**src/rtl/pc_npc_sequencer_pkg.sv**
```systemverilog
`default_nettype none
// ============================================================================
// Module  : pa_risc_pkg
// Brief   : Shared PA-RISC sequencer constants and state encoding.
// Revision: 1.0
// ============================================================================
package pa_risc_pkg;

  localparam int PC_W       = 8;
  localparam int INSN_BYTES = 4;
  localparam int RESET_PC   = 0;

  typedef enum logic [1:0] {
    S_FILL = 2'd0,
    S_RUN  = 2'd1,
    S_SLOT = 2'd2,
    S_NULL = 2'd3
  } seq_state_t;

endpackage
`default_nettype wire

```
**src/rtl/pc_npc_sequencer_if.sv**
```systemverilog
`default_nettype none
// ============================================================================
// Module  : pc_npc_sequencer_if
// Brief   : Branch-resolution inputs and fetch-side outputs of the sequencer.
// Revision: 1.0
// ============================================================================
interface pc_npc_sequencer_if #(
  parameter int PC_W  = 8,
  parameter int CNT_W = 16
);
  logic             le;
  logic             branch_valid;
  logic             branch_cond;
  logic             branch_taken;
  logic             n_bit;
  logic             disp_neg;
  logic [PC_W-1:0]  ta;
  logic [PC_W-1:0]  pc;
  logic [PC_W-1:0]  npc;
  logic             fetch_valid;
  logic             nullify_slot;
  logic             redirect;
  logic [CNT_W-1:0] taken_count;

  modport master (
    output le, branch_valid, branch_cond, branch_taken, n_bit, disp_neg, ta,
    input  pc, npc, fetch_valid, nullify_slot, redirect, taken_count
  );

  modport slave (
    input  le, branch_valid, branch_cond, branch_taken, n_bit, disp_neg, ta,
    output pc, npc, fetch_valid, nullify_slot, redirect, taken_count
  );
endinterface
`default_nettype wire

```
**src/rtl/pc_npc_sequencer_npc_incr.sv**
```systemverilog
`default_nettype none
// ============================================================================
// Module  : npc_incr
// Brief   : Sequential next-instruction adder, wraps modulo 2**PC_W.
// Revision: 1.0
// ============================================================================
module npc_incr
  import pa_risc_pkg::*;
#(
  parameter int PC_W = 8
) (
  input  wire logic [PC_W-1:0] i_addr,
  output wire logic [PC_W-1:0] o_addr
);
  assign o_addr = i_addr + PC_W'(INSN_BYTES);
endmodule
`default_nettype wire

```
**src/rtl/pc_npc_sequencer.sv**
```systemverilog
`default_nettype none
// ============================================================================
// Module  : pc_npc_sequencer
// Brief   : PC/nPC pair with delayed-branch, delay-slot nullify, taken counter.
// Revision: 1.0
// ============================================================================
module pc_npc_sequencer #(
  parameter int               PC_W     = pa_risc_pkg::PC_W,
  parameter logic [PC_W-1:0]  RESET_PC = PC_W'(pa_risc_pkg::RESET_PC),
  parameter int               CNT_W    = 16
) (
  input wire logic          clk,
  input wire logic          reset,
  pc_npc_sequencer_if.slave bus
);
  import pa_risc_pkg::*;

  localparam logic [PC_W-1:0]  RESET_NPC = RESET_PC + PC_W'(INSN_BYTES);
  localparam logic [CNT_W-1:0] CNT_MAX   = {CNT_W{1'b1}};

  seq_state_t       state_q, state_d;
  logic [PC_W-1:0]  pc_q, pc_d;
  logic [PC_W-1:0]  npc_q, npc_d;
  logic             redirect_q, redirect_d;
  logic [CNT_W-1:0] count_q, count_d;

  logic [PC_W-1:0]  w_npc_plus4;
  logic [PC_W-1:0]  w_target;
  logic             w_accept;
  logic             w_take;
  logic             w_null;

  npc_incr #(.PC_W(PC_W)) u_npc_incr (
    .i_addr (npc_q),
    .o_addr (w_npc_plus4)
  );

  assign w_target = {bus.ta[PC_W-1:2], 2'b00};

  // Branches only count when a real, non-nullified instruction sits at pc.
  assign w_accept = bus.branch_valid && (state_q == S_RUN || state_q == S_SLOT);
  assign w_take   = w_accept && (!bus.branch_cond || bus.branch_taken);
  assign w_null   = bus.n_bit && (!bus.branch_cond ||
                                  (bus.branch_taken != bus.disp_neg));

  always_comb begin
    state_d    = state_q;
    pc_d       = pc_q;
    npc_d      = npc_q;
    count_d    = count_q;
    redirect_d = 1'b0;
    if (bus.le) begin
      pc_d       = npc_q;
      npc_d      = w_take ? w_target : w_npc_plus4;
      redirect_d = w_take;
      if (w_take && count_q != CNT_MAX) begin
        count_d = count_q + 1'b1;
      end
      case (state_q)
        S_FILL: state_d = S_RUN;
        S_NULL: state_d = S_RUN;
        default: begin
          if (w_accept && w_null) begin
            state_d = S_NULL;
          end else if (w_take) begin
            state_d = S_SLOT;
          end else begin
            state_d = S_RUN;
          end
        end
      endcase
    end
  end

  always_ff @(posedge clk) begin
    if (reset) begin
      state_q    <= S_FILL;
      pc_q       <= RESET_PC;
      npc_q      <= RESET_NPC;
      redirect_q <= 1'b0;
      count_q    <= '0;
    end else begin
      state_q    <= state_d;
      pc_q       <= pc_d;
      npc_q      <= npc_d;
      redirect_q <= redirect_d;
      count_q    <= count_d;
    end
  end

  assign bus.pc           = pc_q;
  assign bus.npc          = npc_q;
  assign bus.fetch_valid  = (state_q != S_FILL);
  assign bus.nullify_slot = (state_q == S_NULL);
  assign bus.redirect     = redirect_q;
  assign bus.taken_count  = count_q;

endmodule
`default_nettype wire

```
**src/flat_wrapper.sv**
```systemverilog
// flat-port wrapper written by rule: the top's interface ports become plain ports
module pc_npc_sequencer_flat import pa_risc_pkg::*;
#(
  parameter int               PC_W     = pa_risc_pkg::PC_W,
  parameter logic [PC_W-1:0]  RESET_PC = PC_W'(pa_risc_pkg::RESET_PC),
  parameter int               CNT_W    = 16
)
  (clk, reset, bus_le, bus_branch_valid, bus_branch_cond, bus_branch_taken, bus_n_bit, bus_disp_neg, bus_ta, bus_pc, bus_npc, bus_fetch_valid, bus_nullify_slot, bus_redirect, bus_taken_count);
  pc_npc_sequencer_if #(.PC_W(PC_W), .CNT_W(CNT_W)) bus_i ();
  input wire logic clk;
  input wire logic reset;
  input wire logic [$bits(bus_i.le)-1:0] bus_le;
  input wire logic [$bits(bus_i.branch_valid)-1:0] bus_branch_valid;
  input wire logic [$bits(bus_i.branch_cond)-1:0] bus_branch_cond;
  input wire logic [$bits(bus_i.branch_taken)-1:0] bus_branch_taken;
  input wire logic [$bits(bus_i.n_bit)-1:0] bus_n_bit;
  input wire logic [$bits(bus_i.disp_neg)-1:0] bus_disp_neg;
  input wire logic [$bits(bus_i.ta)-1:0] bus_ta;
  output wire logic [$bits(bus_i.pc)-1:0] bus_pc;
  output wire logic [$bits(bus_i.npc)-1:0] bus_npc;
  output wire logic [$bits(bus_i.fetch_valid)-1:0] bus_fetch_valid;
  output wire logic [$bits(bus_i.nullify_slot)-1:0] bus_nullify_slot;
  output wire logic [$bits(bus_i.redirect)-1:0] bus_redirect;
  output wire logic [$bits(bus_i.taken_count)-1:0] bus_taken_count;
  assign bus_i.le = bus_le;
  assign bus_i.branch_valid = bus_branch_valid;
  assign bus_i.branch_cond = bus_branch_cond;
  assign bus_i.branch_taken = bus_branch_taken;
  assign bus_i.n_bit = bus_n_bit;
  assign bus_i.disp_neg = bus_disp_neg;
  assign bus_i.ta = bus_ta;
  assign bus_pc = bus_i.pc;
  assign bus_npc = bus_i.npc;
  assign bus_fetch_valid = bus_i.fetch_valid;
  assign bus_nullify_slot = bus_i.nullify_slot;
  assign bus_redirect = bus_i.redirect;
  assign bus_taken_count = bus_i.taken_count;
  pc_npc_sequencer #(.PC_W(PC_W), .RESET_PC(RESET_PC), .CNT_W(CNT_W)) u_core (.clk(clk), .reset(reset), .bus(bus_i));
endmodule
```
**config.mk**
```make
export PLATFORM = sky130hd
export DESIGN_NAME = pc_npc_sequencer_flat
export DESIGN_NICKNAME = d
export VERILOG_FILES = /design/src/rtl/pc_npc_sequencer_pkg.sv /design/src/rtl/pc_npc_sequencer_if.sv /design/src/rtl/pc_npc_sequencer_npc_incr.sv /design/src/rtl/pc_npc_sequencer.sv /design/src/flat_wrapper.sv
export SDC_FILE = /design/constraint.sdc
export NUM_CORES = 1
export LEC_CHECK = 0
export BUFFER_PORTS_ARGS = -buffer_cell sky130_fd_sc_hd__buf_2
export CELL_PAD_IN_SITES_DETAIL_PLACEMENT = 1
export CELL_PAD_IN_SITES_GLOBAL_PLACEMENT = 2
export CORE_MARGIN = 2
export CORE_UTILIZATION = 30
export CTS_CLUSTER_SIZE = 16
export DETAILED_ROUTE_END_ITERATION = 6
export PLACE_DENSITY_LB_ADDON = 0.1
export RECOVER_POWER = 25
export SLEW_MARGIN = 20
export SYNTH_ARGS = -nofsm -noshare
export SYNTH_HDL_FRONTEND = slang
export SYNTH_SLANG_ARGS = --single-unit
```
**constraint.sdc**
```tcl
create_clock -name clk -period 3.1 [get_ports clk]
set_input_delay 0.62 -clock clk [delete_from_list [all_inputs] [get_ports clk]]
set_output_delay 0.62 -clock clk [all_outputs]
set_load 0.02 [all_outputs]
```
==> Word-level counts from Yosys, hierarchy flattened <==
Index checks and enable logic that the tools add are counted.
{ "word_totals": {"mem_bits_rw": 0, "latch_bits": 0, "regBits": 35, "rom_bits": 0, "memories": 0, "out_inout_bits": 35, "elab_cells": 31} }
{ "op_classes": {"addsub": 2, "mux": 4, "reduce_logical": 14, "n_mul": 0, "shifts": 0, "div_mod_pow": 0, "n_bitwise": 1, "order_cmp": 0, "n_eq_ne": 5} }
{ "op_table": {"columns": ["operator", "count"], "rows": [
  ["$add A16 B1 Y16 const B", 1],
  ["$ne A16 B16 Y1 const B", 1],
  ["$add A8 B3 Y8 const B", 1],
  ["$mux W8", 1],
  ["$mux W2", 3],
  ["$logic_and A1 B1 Y1", 5],
  ["$eq A2 B2 Y1 const B", 2],
  ["$reduce_or A2 Y1", 2],
  ["$logic_or A1 B1 Y1", 3],
  ["$eq A2 B1 Y1 const B", 1],
  ["$logic_not A2 Y1", 1],
  ["$reduce_and A2 Y1", 1],
  ["$reduce_bool A2 Y1", 1],
  ["$logic_not A1 Y1", 1],
  ["$ne A1 B1 Y1", 1],
  ["$not A1 Y1", 1]
]} }

==> Longest topological paths before layout <==
Gate-level depths: netlist of run 1.
{ "logic_depth": {"depth_word": 7, "mapped_depth": 8} }

==> By module <==
From an unflattened synthesis of run 1, not the netlist that was laid out.
{ "hier_totals": {"cells_unflattened": 193, "hier_area_um2": 1716.6} }
{ "modules_own_cells": {"columns": ["module", "seq_area_each_um2", "n_inst", "area_each_um2", "cells_each"], "rows": [
  ["pc_npc_sequencer", 700.7, 1, 1624.1, 182],
  ["npc_incr", 0.0, 1, 92.6, 11]
]} }

==> Worst setup path after synthesis of run 1 <==
No wires, ideal clock.
{ "synth_timing": {"path_type": "reg-to-reg", "from": "register u_core.state_q[0]", "to": "register u_core.count_q[12] (netlist: u_core.bus.taken_count[12])", "synth_period_minus_slack_ps": 1891, "n_path_buf": 1, "path_stages_with_launch": 8, "setup_ps": 121, "arrival_time_ps": 1771, "slack_ps": 1209, "required_ps": 2979, "cell_sequence": "dfxtp_1 -> inv_1 -> ha_1 -> and2_1 -> buf_2 -> nand3_1 -> nor4_1 -> mux2_2"} }
{ "synth_via": {"elab_chain_cells": 6} }
{ "synth_lines": {"columns": ["element", "line", "source"], "rows": [
  ["start: declaration", "pc_npc_sequencer.sv:21", "seq_state_t state_q, state_d;"],
  ["start signal: assignment", "pc_npc_sequencer.sv:83", "state_q <= state_d;"],
  ["$eq A2 B1 Y1 / $eq A2 B2 Y1 (equally long branches)", "pc_npc_sequencer.sv:41", "assign w_accept = bus.branch_valid && (state_q == S_RUN || state_q == S_SLOT);"],
  ["$logic_or A1 B1 Y1 (*)", "pc_npc_sequencer.sv:41", null],
  ["$logic_and A1 B1 Y1 (*)", "pc_npc_sequencer.sv:41", null],
  ["$logic_and A1 B1 Y1 (*)", "pc_npc_sequencer.sv:42", "assign w_take = w_accept && (!bus.branch_cond || bus.branch_taken);"],
  ["$logic_and A1 B1 Y1 (*)", "pc_npc_sequencer.sv:56", "if (w_take && count_q != CNT_MAX) begin"],
  ["$reduce_and A2 Y1 (no source line) (*)", null, null],
  ["end signal: assignment", "pc_npc_sequencer.sv:87", "count_q <= count_d;"],
  ["end: declaration", "pc_npc_sequencer.sv:25", "logic [CNT_W-1:0] count_q, count_d;"]
]} }
Every way passes the cells marked *; elsewhere a longest branch is shown, timed or not.
A chain may end at the register's enable or synchronous reset.

==> Worst setup path in the final report of run 1 <==
{ "layout_timing": {"from": "input bus_le", "to": "register u_core.count_q[9] (netlist: u_core.bus.taken_count[9])"} }
{ "layout_via": {"elab_chain_cells": 1} }
{ "layout_lines": {"columns": ["element", "line", "source"], "rows": [
  ["start: declaration", "flat_wrapper.sv:12", "input wire logic [$bits(bus_i.le)-1:0] bus_le;"],
  ["$reduce_and A2 Y1 (no source line)", null, null]
]} }
No other way between the ends.

==> flow_metrics.tcl, run 1 <==
set metrics [dict create \
    status "finished, final reports clean" \
    synth_top_cell_by_area "dfxtp_1" \
    finalSetupViolCount 0 \
    area_growth_pct 19.7 \
    synth_cell_types 46 \
    synth_flop_cell "dfxtp_1" \
    first_iter_violations 53 \
    vias 1593 \
    layout-drive-gt1-share 0.218 \
    yosys_register_bits 31 \
    crit_required_ns 3.27 \
    reg2reg_depth 7 \
    hold_end "u_core.bus.pc[2]" \
    combPwrFrac 0.133 \
    clk_transition_reported_paths_ns 0.06 \
    min_from "u_core.bus.pc[2]" \
    post-cts-setup-buffers 0 \
    die_y_um 78 \
    crit_arrival_ns 2.60 \
    cts_hold_buf 0 \
    endpoint_kind "flip-flop" \
    nets 255 \
    port_buffers 44 \
    fp.coreArea_um2 5200 \
    yosys.area.top_type_share 0.378 \
    multi_input_area_um2 932 \
    num-fill-cells 651 \
    p_sw_frac 0.269 \
    vias_per_cell 5.24 \
    hold_violations 0 \
    slew_viol_final 0 \
    rows 26 \
    criticalPathCategory "input pin to flip-flop" \
    hpwl_um 3240 \
    syn-cell-area_um2 1640 \
    cts-resized-gates 0 \
    cts_tree "yes" \
    diodes 0 \
    final_area_um2 1970 \
    drc 0 \
    clk_latency_ns 0.28 \
    final.setup.tns_ns 0 \
    finalCritPeriodShare 0.786 \
    relSlewSlack 0.281 \
    syn_inst 193 \
    wire_per_inst_um 14.8 \
    pwr-share-seq 0.516 \
    antenna_left 0 \
    avgSynthCellArea_um2 8.51 \
    initial_core_util 0.316 \
    total_power_uw 818 \
    grt_max_degree 31 \
    drv_cap 0 \
    htreeDepth 2 \
    die_x_um 78 \
    overflow 0 \
    critPathLaunchType "input pin" \
    dpl_cell_area_um2 1910 \
    ys_seq_area_frac 0.378 \
    firstDrtPassIters 4 \
    ir_worst_vdd_v 0.000174 \
    cts-root-buf "clkbuf_8" \
    worst-path-max-fanout 22 \
    synth_edf_count 0 \
    synth-async-reset-ratio 0 \
    regArea_um2 621 \
    grt_pass1_wl_um 7470 \
    p_sw_uw 220 \
    synthTopCellsByArea "dfxtp_1 (38%), nor2_1 (5.0%), mux2i_1 (4.3%)" \
    clock_sink_count 31 \
    r2r_start "u_core.state_q[0]" \
    worst_slew_pin_slew_ns 1.08 \
    clkPwrFrac 0.351 \
    wl_um 4500 \
    synth_common_cells "dfxtp_1 (31), nor2_1 (22), nand2_1 (9), nand3_1 (9)" \
    pin_count 51 \
    hold_depth 2 \
    cts_buffers 5 \
    leakage_uw 0.000811 \
    gp_congestion 0.718 \
    fin_crit_ns 2.44 \
    die-area_um2 6080 \
    ys_warn_count 0 \
    worstHoldPathType "flip-flop to flip-flop" \
    antenna_found_initial 0 \
    grt_pass1_vias 1631 \
    r2r_end "u_core.bus.taken_count[6]" \
    r2r_slack_ns 0.93 \
    p_int_uw 598 \
    groute.usage.overall 0.153 \
    finClkSkew_ns 0.00440 \
    clk_path_buf_depth 2 \
    p_per_area_nw_per_um2 416 \
    synth_most_common_cell "dfxtp_1" \
    fmax_mhz 410 \
    rsz0062_at_grt "false" \
]
[metrics by stage]
step,hold WS (ns),util,cells,worst slack (ns)
CTS,0.488,0.380,304,0.951
global placement,0.462,0.366,298,0.936
finish,0.487,0.378,304,0.663
floorplan,0.497,-,196,1.21
detailed placement,0.476,0.366,298,0.895
global route,0.536,0.378,304,0.501
[routing by layer]
| metal | up-vias | track usage | share of wire |
|---|---|---|---|
| met2 | 36 | 0.279 | 0.50 |
| met4 | 0 | 0.0474 | 0.013 |
| li1 | 785 | - | - |
| met3 | 7 | 0.0407 | 0.050 |
| met5 | - | 0 | 0 |
| met1 | 765 | 0.174 | 0.44 |
[cells by family after synthesis]
group / Yosys count / synth area share
xor+xnor: 1 / 0.00533
other cells: 1 / 0.00228
compound gates: 40 / 0.174
flops: 31 / 0.378
fa+ha+maj: 4 / 0.0305
mux: 13 / 0.0838
simple gates: 81 / 0.265
buf+inv: 22 / 0.0617
[flip-flops by register name, summed over array words and instances, names as in the netlist]
| signal | cells |
|---|---|
| u_core.state_q | 2 |
| u_core.bus.taken_count | 16 |
| u_core.bus.npc | 6 |
| u_core.bus.redirect | 1 |
| u_core.bus.pc | 6 |
[worst max-delay path: stages]
cell      delay [ns]
clkbuf_1        0.77
nand4_1         0.40
or4_1           0.52
mux2_2          0.28
[cell type report]
type	count	area share
tap	70	0.0445
inverter	8	0.0153
clock buffer	6	0.0369
multi-input combinational	143	0.474
sequential	31	0.316
timing repair buffer	46	0.114
[layout by cell type, fill, tap and decap left out, types with 2 or more instances in the layout]
cell and count:
a211oi_1 2, a21oi_1 8, a32o_1 4, and3_1 4, buf_2 35, buf_4 2, clkbuf_1 10, clkbuf_8 5
conb_1 4, dfxtp_1 31, ha_1 4, inv_1 8, mux2_2 6, mux2i_1 7, nand2_1 9, nand2b_1 2
nand3_1 9, nand4_1 5, nor2_1 22, nor2b_1 7, nor3_1 3, nor4_1 8, o21ai_0 8, o31ai_1 7
or4_1 4
[worst max path at each step]
stage          depth (start not counted)               from                          to
2_1_floorplan                          7  u_core.state_q[0]  u_core.bus.taken_count[12]
3_3_place_gp                           4             bus_le   u_core.bus.taken_count[9]
3_5_place_dp                           5             bus_le  u_core.bus.taken_count[12]
4_1_cts                                7  u_core.state_q[0]  u_core.bus.taken_count[12]
5_1_grt                                4             bus_le   u_core.bus.taken_count[9]
6_report                               4             bus_le   u_core.bus.taken_count[9]
[power groups by stage]
| stage | Combinational [uW] | Sequential [uW] | Clock (uW) |
|---|---|---|---|
| 2_1_floorplan | 67.5 | 440 | 0 |
| 3_3_place_gp | 107 | 430 | 0 |
| 3_5_place_dp | 110 | 431 | 0 |
| 4_1_cts | 111 | 422 | 305 |
| 5_1_grt | 121 | 424 | 328 |
| 6_report | 108 | 422 | 287 |
No activity file was read; power rests on OpenSTA's default activity.
==> run 2, diff against run 1 <==
Settings changed: CORE_UTILIZATION 30 to 29.
Clock period 3.1 ns to 2.45 ns, I/O delays scaled along.
==> flow_metrics.tcl, run 2 (synthesized netlist as in run 1, its figures left out) <==
set metrics [dict create \
    area_growth_pct 22.2 \
    rows 27 \
    final_cell_mix "buf_2 (34), dfxtp_1 (31), nor2_1 (22), clkbuf_1 (12)" \
    startpoint "u_core.state_q[0]" \
    cts-resized-gates 0 \
    layout-drive-gt1-share 0.223 \
    crit_arrival_ns 2.31 \
    mostFrequentLayoutCell "buf_2" \
    criticalPathCategory "flip-flop to flip-flop" \
    status "finished, final reports clean" \
    post-cts-setup-buffers 0 \
    min_from "u_core.bus.pc[2]" \
    rsz0062_at_grt "false" \
    cts_tree "yes" \
    worst_slew_pin_slew_ns 0.783 \
    fin_crit_ns 2.14 \
    hold_violations 0 \
    finalSetupViolCount 0 \
    wl_um 4670 \
    clk_path_buf_depth 2 \
    fmax_mhz 468 \
    clk_latency_ns 0.28 \
    drv_cap 0 \
    gp_congestion 0.766 \
    clock_sink_count 31 \
    initial_core_util 0.300 \
    antenna_left 0 \
    utilization 0.367 \
    cp_cell_sequence "inv_1, ha_1, and2_1, nand3_1, buf_4, nor4_1, mux2_2" \
    worstHoldPathType "flip-flop to flip-flop" \
    diodes 0 \
    finClkSkew_ns 0.00506 \
    regArea_um2 621 \
    grt_pass1_vias 1667 \
    critPathSlowestCell "dfxtp_1" \
    cts_buffers 5 \
    die_x_um 79.3 \
    vias_per_cell 5.26 \
    drc 0 \
    crit_required_ns 2.63 \
    cts_hold_buf 0 \
    p_per_area_nw_per_um2 563 \
    htreeDepth 2 \
    finalCritPeriodShare 0.872 \
    multi_input_area_um2 932 \
    antenna_found_initial 0 \
    fp.coreArea_um2 5470 \
    leakage_uw 0.000827 \
    endpoint_kind "flip-flop" \
    r2r_start "u_core.state_q[0]" \
    grt_max_degree 20 \
    die-area_um2 6280 \
    num-fill-cells 685 \
    post-place-ws_ns 0.330 \
    hpwl_um 3450 \
    slew_viol_final 0 \
    firstDrtPassIters 4 \
    clk_transition_reported_paths_ns 0.07 \
    overflow 0 \
    first_iter_violations 59 \
    largest_reg_flops 16 \
    relSlewSlack 0.478 \
    setup_ws_ns 0.314 \
    die_y_um 79.3 \
    final.setup.tns_ns 0 \
    groute.usage.overall 0.160 \
    grt_pass1_wl_um 7890 \
    wire_per_inst_um 15.0 \
    pin_count 51 \
    nets 257 \
    ir_worst_vdd_v 0.000297 \
    critPathLaunchType "flip-flop" \
    worst-path-max-fanout 19 \
    port_buffers 44 \
    vias 1631 \
    cts-root-buf "clkbuf_8" \
    slowest_delay_ns 0.37 \
    hold_ws_ns 0.480 \
]
==> run 2: where the power goes <==
part	total, uW	internal, uW	switching (uW)
logic	140	49.8	90.2
clock network	454	256	198
registers	535	519	16.8
total	1130	825	305
==> run 2: final timing paths <==
kind	depth (start not counted)	slack, ns	endpoint
worst max-delay path	7	0.31	u_core.bus.taken_count[6]
worst min-delay path	2	0.48	u_core.bus.pc[2]
worst max register to register	7	0.31	u_core.bus.taken_count[6]
worst min register to register	2	0.48	u_core.bus.pc[2]
==> run 2: final cells by class <==
class	count	area share
Multi-Input combinational cell	143	0.464
Sequential cell	31	0.309
Timing Repair Buffer	48	0.117
Clock buffer	8	0.0499
Tap cell	72	0.0449
Inverter	8	0.0150
==> run 2: layer usage <==
layer  part of all wire  wire, um  track usage
met1               0.44      2050        0.186
met2               0.49      2290        0.275
met3              0.045       209       0.0443
met4              0.025       115       0.0655
met5                  0         0            0
==> run 2: worst max-delay path, delay by kind of cell, from the launching register on <==
family | cells | cell delay (ns)
fa+ha+maj | 1 | 0.31
buf+inv | 2 | 0.27
flops | 1 | 0.37
mux | 1 | 0.37
simple gates | 3 | 0.72
==> run 2: stage by stage <==
step / cells / power [uW] / cell area, um^2
after floorplan: 196 / 642 / 1650
after global placement: 302 / 684 / 1920
after detailed placement: 302 / 690 / 1920
after CTS: 310 / 1150 / 2020
after global routing: 310 / 1190 / 2010
final: 310 / 1130 / 2010
==> run 3, diff against run 2 <==
==> constraint.sdc (replaced) <==
create_clock -name clk -period 2.45 [get_ports clk]
set_input_delay 0.735 -clock clk [delete_from_list [all_inputs] [get_ports clk]]
set_output_delay 0.735 -clock clk [all_outputs]
set_load 0.02 [all_outputs]
==> flow_metrics.tcl, run 3 (synthesized netlist as in run 1, its figures left out) <==
set metrics [dict create \
    worstHoldPathType "flip-flop to flip-flop" \
    first_iter_violations 43 \
    p_per_area_nw_per_um2 557 \
    hold_violations 0 \
    hold_ws_ns 0.484 \
    leakage_uw 0.000841 \
    crit_required_ns 2.63 \
    clk_path_buf_depth 2 \
    criticalPathCategory "flip-flop to flip-flop" \
    gr-usage-met3 0.0386 \
    met1_usage 0.183 \
    setup_ws_ns 0.341 \
    clk_latency_ns 0.29 \
    mostFrequentLayoutCell "buf_2" \
    crit_arrival_ns 2.29 \
    rows 27 \
    die_y_um 79.3 \
    largest_reg_flops 16 \
    status "finished, final reports clean" \
    crit_family "simple AND/OR/NAND/NOR gates" \
    layout-drive-gt1-share 0.238 \
    final.setup.tns_ns 0 \
    finalSetupViolCount 0 \
    groute.usage.overall 0.158 \
    slew_viol_final 0 \
    area_growth_pct 23.5 \
    finalNonFillerCells 312 \
    hpwl_um 3530 \
    cts-root-buf "clkbuf_8" \
    grt.busiest_layer "met2" \
    htreeDepth 2 \
    met2_usage 0.286 \
    fp.coreArea_um2 5470 \
    firstDrtPassIters 4 \
    pin_count 51 \
    port_buffers 44 \
    cp_num_buf_inv 2 \
    drc 0 \
    grt_pass1_vias 1628 \
    grt_pass1_wl_um 7850 \
    overflow 0 \
    slowest_delay_ns 0.49 \
    critPathSlowestCell "or4_1" \
    finalCritPeriodShare 0.861 \
    finClkSkew_ns 0.00442 \
    cp_cell_sequence "inv_1, ha_1, and2_1, buf_4, nand4_1, or4_1, mux2_2" \
    gp_congestion 0.787 \
    worst_slew_pin_slew_ns 0.796 \
    wire_per_inst_um 15.0 \
    antenna_found_initial 0 \
    diodes 0 \
    grt_max_degree 22 \
    wl_um 4680 \
    die_x_um 79.3 \
    ir_worst_vdd_v 0.000211 \
    drv_cap 0 \
    dp.cells 304 \
    fmax_mhz 474 \
    rsz0062_at_grt "false" \
    vias 1639 \
    cts_tree "yes" \
    final_cell_mix "buf_2 (35), dfxtp_1 (31), nor2_1 (22), clkbuf_1 (11), nand2_1 (9)" \
    relSlewSlack 0.469 \
    clk_transition_reported_paths_ns 0.07 \
    die-area_um2 6280 \
    cts_buffers 5 \
    endpoint_kind "flip-flop" \
    post-place-ws_ns 0.0537 \
    clock_sink_count 31 \
    nets 259 \
    fin_crit_ns 2.11 \
    num-fill-cells 691 \
    antenna_left 0 \
    worst-path-max-fanout 5 \
    critPathLaunchType "flip-flop" \
    initial_core_util 0.300 \
    vias_per_cell 5.25 \
]
## run 3: changes by cell type in the layout (fill, tap and decap cells not counted), sizes merged
cell | before | now
buf | 37 | 40
clkbuf | 19 | 18
## run 3: metal layers
layer  share of wire  wire, um  up-vias
li1                -         -      794
met1            0.42      1980      799
met2            0.52      2420       40
met3           0.045       209        6
met4           0.013        63        0
met5               0         0        -
## run 3: cell type report
class	count	area, um^2	share of cell area
multi-input combinational	143	937	0.462
sequential	31	621	0.306
timing repair buffer	50	250	0.123
clock buffer	8	100	0.0494
tap	72	90.1	0.0444
inverter	8	30.0	0.0148
## run 3: worst paths after layout
kind                     start                         to  slack [ns]  cells past startpoint
min           u_core.bus.pc[2]           u_core.bus.pc[2]        0.48                      2
min reg2reg   u_core.bus.pc[2]           u_core.bus.pc[2]        0.48                      2
max          u_core.state_q[0]  u_core.bus.taken_count[9]        0.34                      7
max reg2reg  u_core.state_q[0]  u_core.bus.taken_count[9]        0.34                      7
## run 3: stage by stage
| step | total power [uW] | instance area (um^2) | utilization |
|---|---|---|---|
| floorplan | 642 | 1650 | - |
| global placement | 687 | 1940 | 0.354 |
| detailed placement | 692 | 1940 | 0.354 |
| CTS | 1150 | 2040 | 0.372 |
| global route | 1190 | 2030 | 0.371 |
| finish | 1130 | 2030 | 0.371 |
## run 3: worst reg2reg max path, stage by stage (launching register included)
cell     delay [ns]
dfxtp_1        0.36
inv_1          0.06
ha_1           0.30
and2_1         0.16
buf_4          0.14
nand4_1        0.21
or4_1          0.49
mux2_2         0.29
## run 3: timing repair
item | CTS | global route
hold buffers | 0 | 0
setup buffers | 0 | 0
resized for setup | 0 | 1
endpoints found under the setup margin | 0 | 1
## run 3: power by group
group | switching (uW) | total, uW | internal, uW | leakage [uW]
registers | 16.3 | 535 | 519 | 0.000252
logic | 90.2 | 143 | 52.8 | 0.000538
clock network | 196 | 452 | 256 | 0.0000515
total | 302 | 1130 | 828 | 0.000841
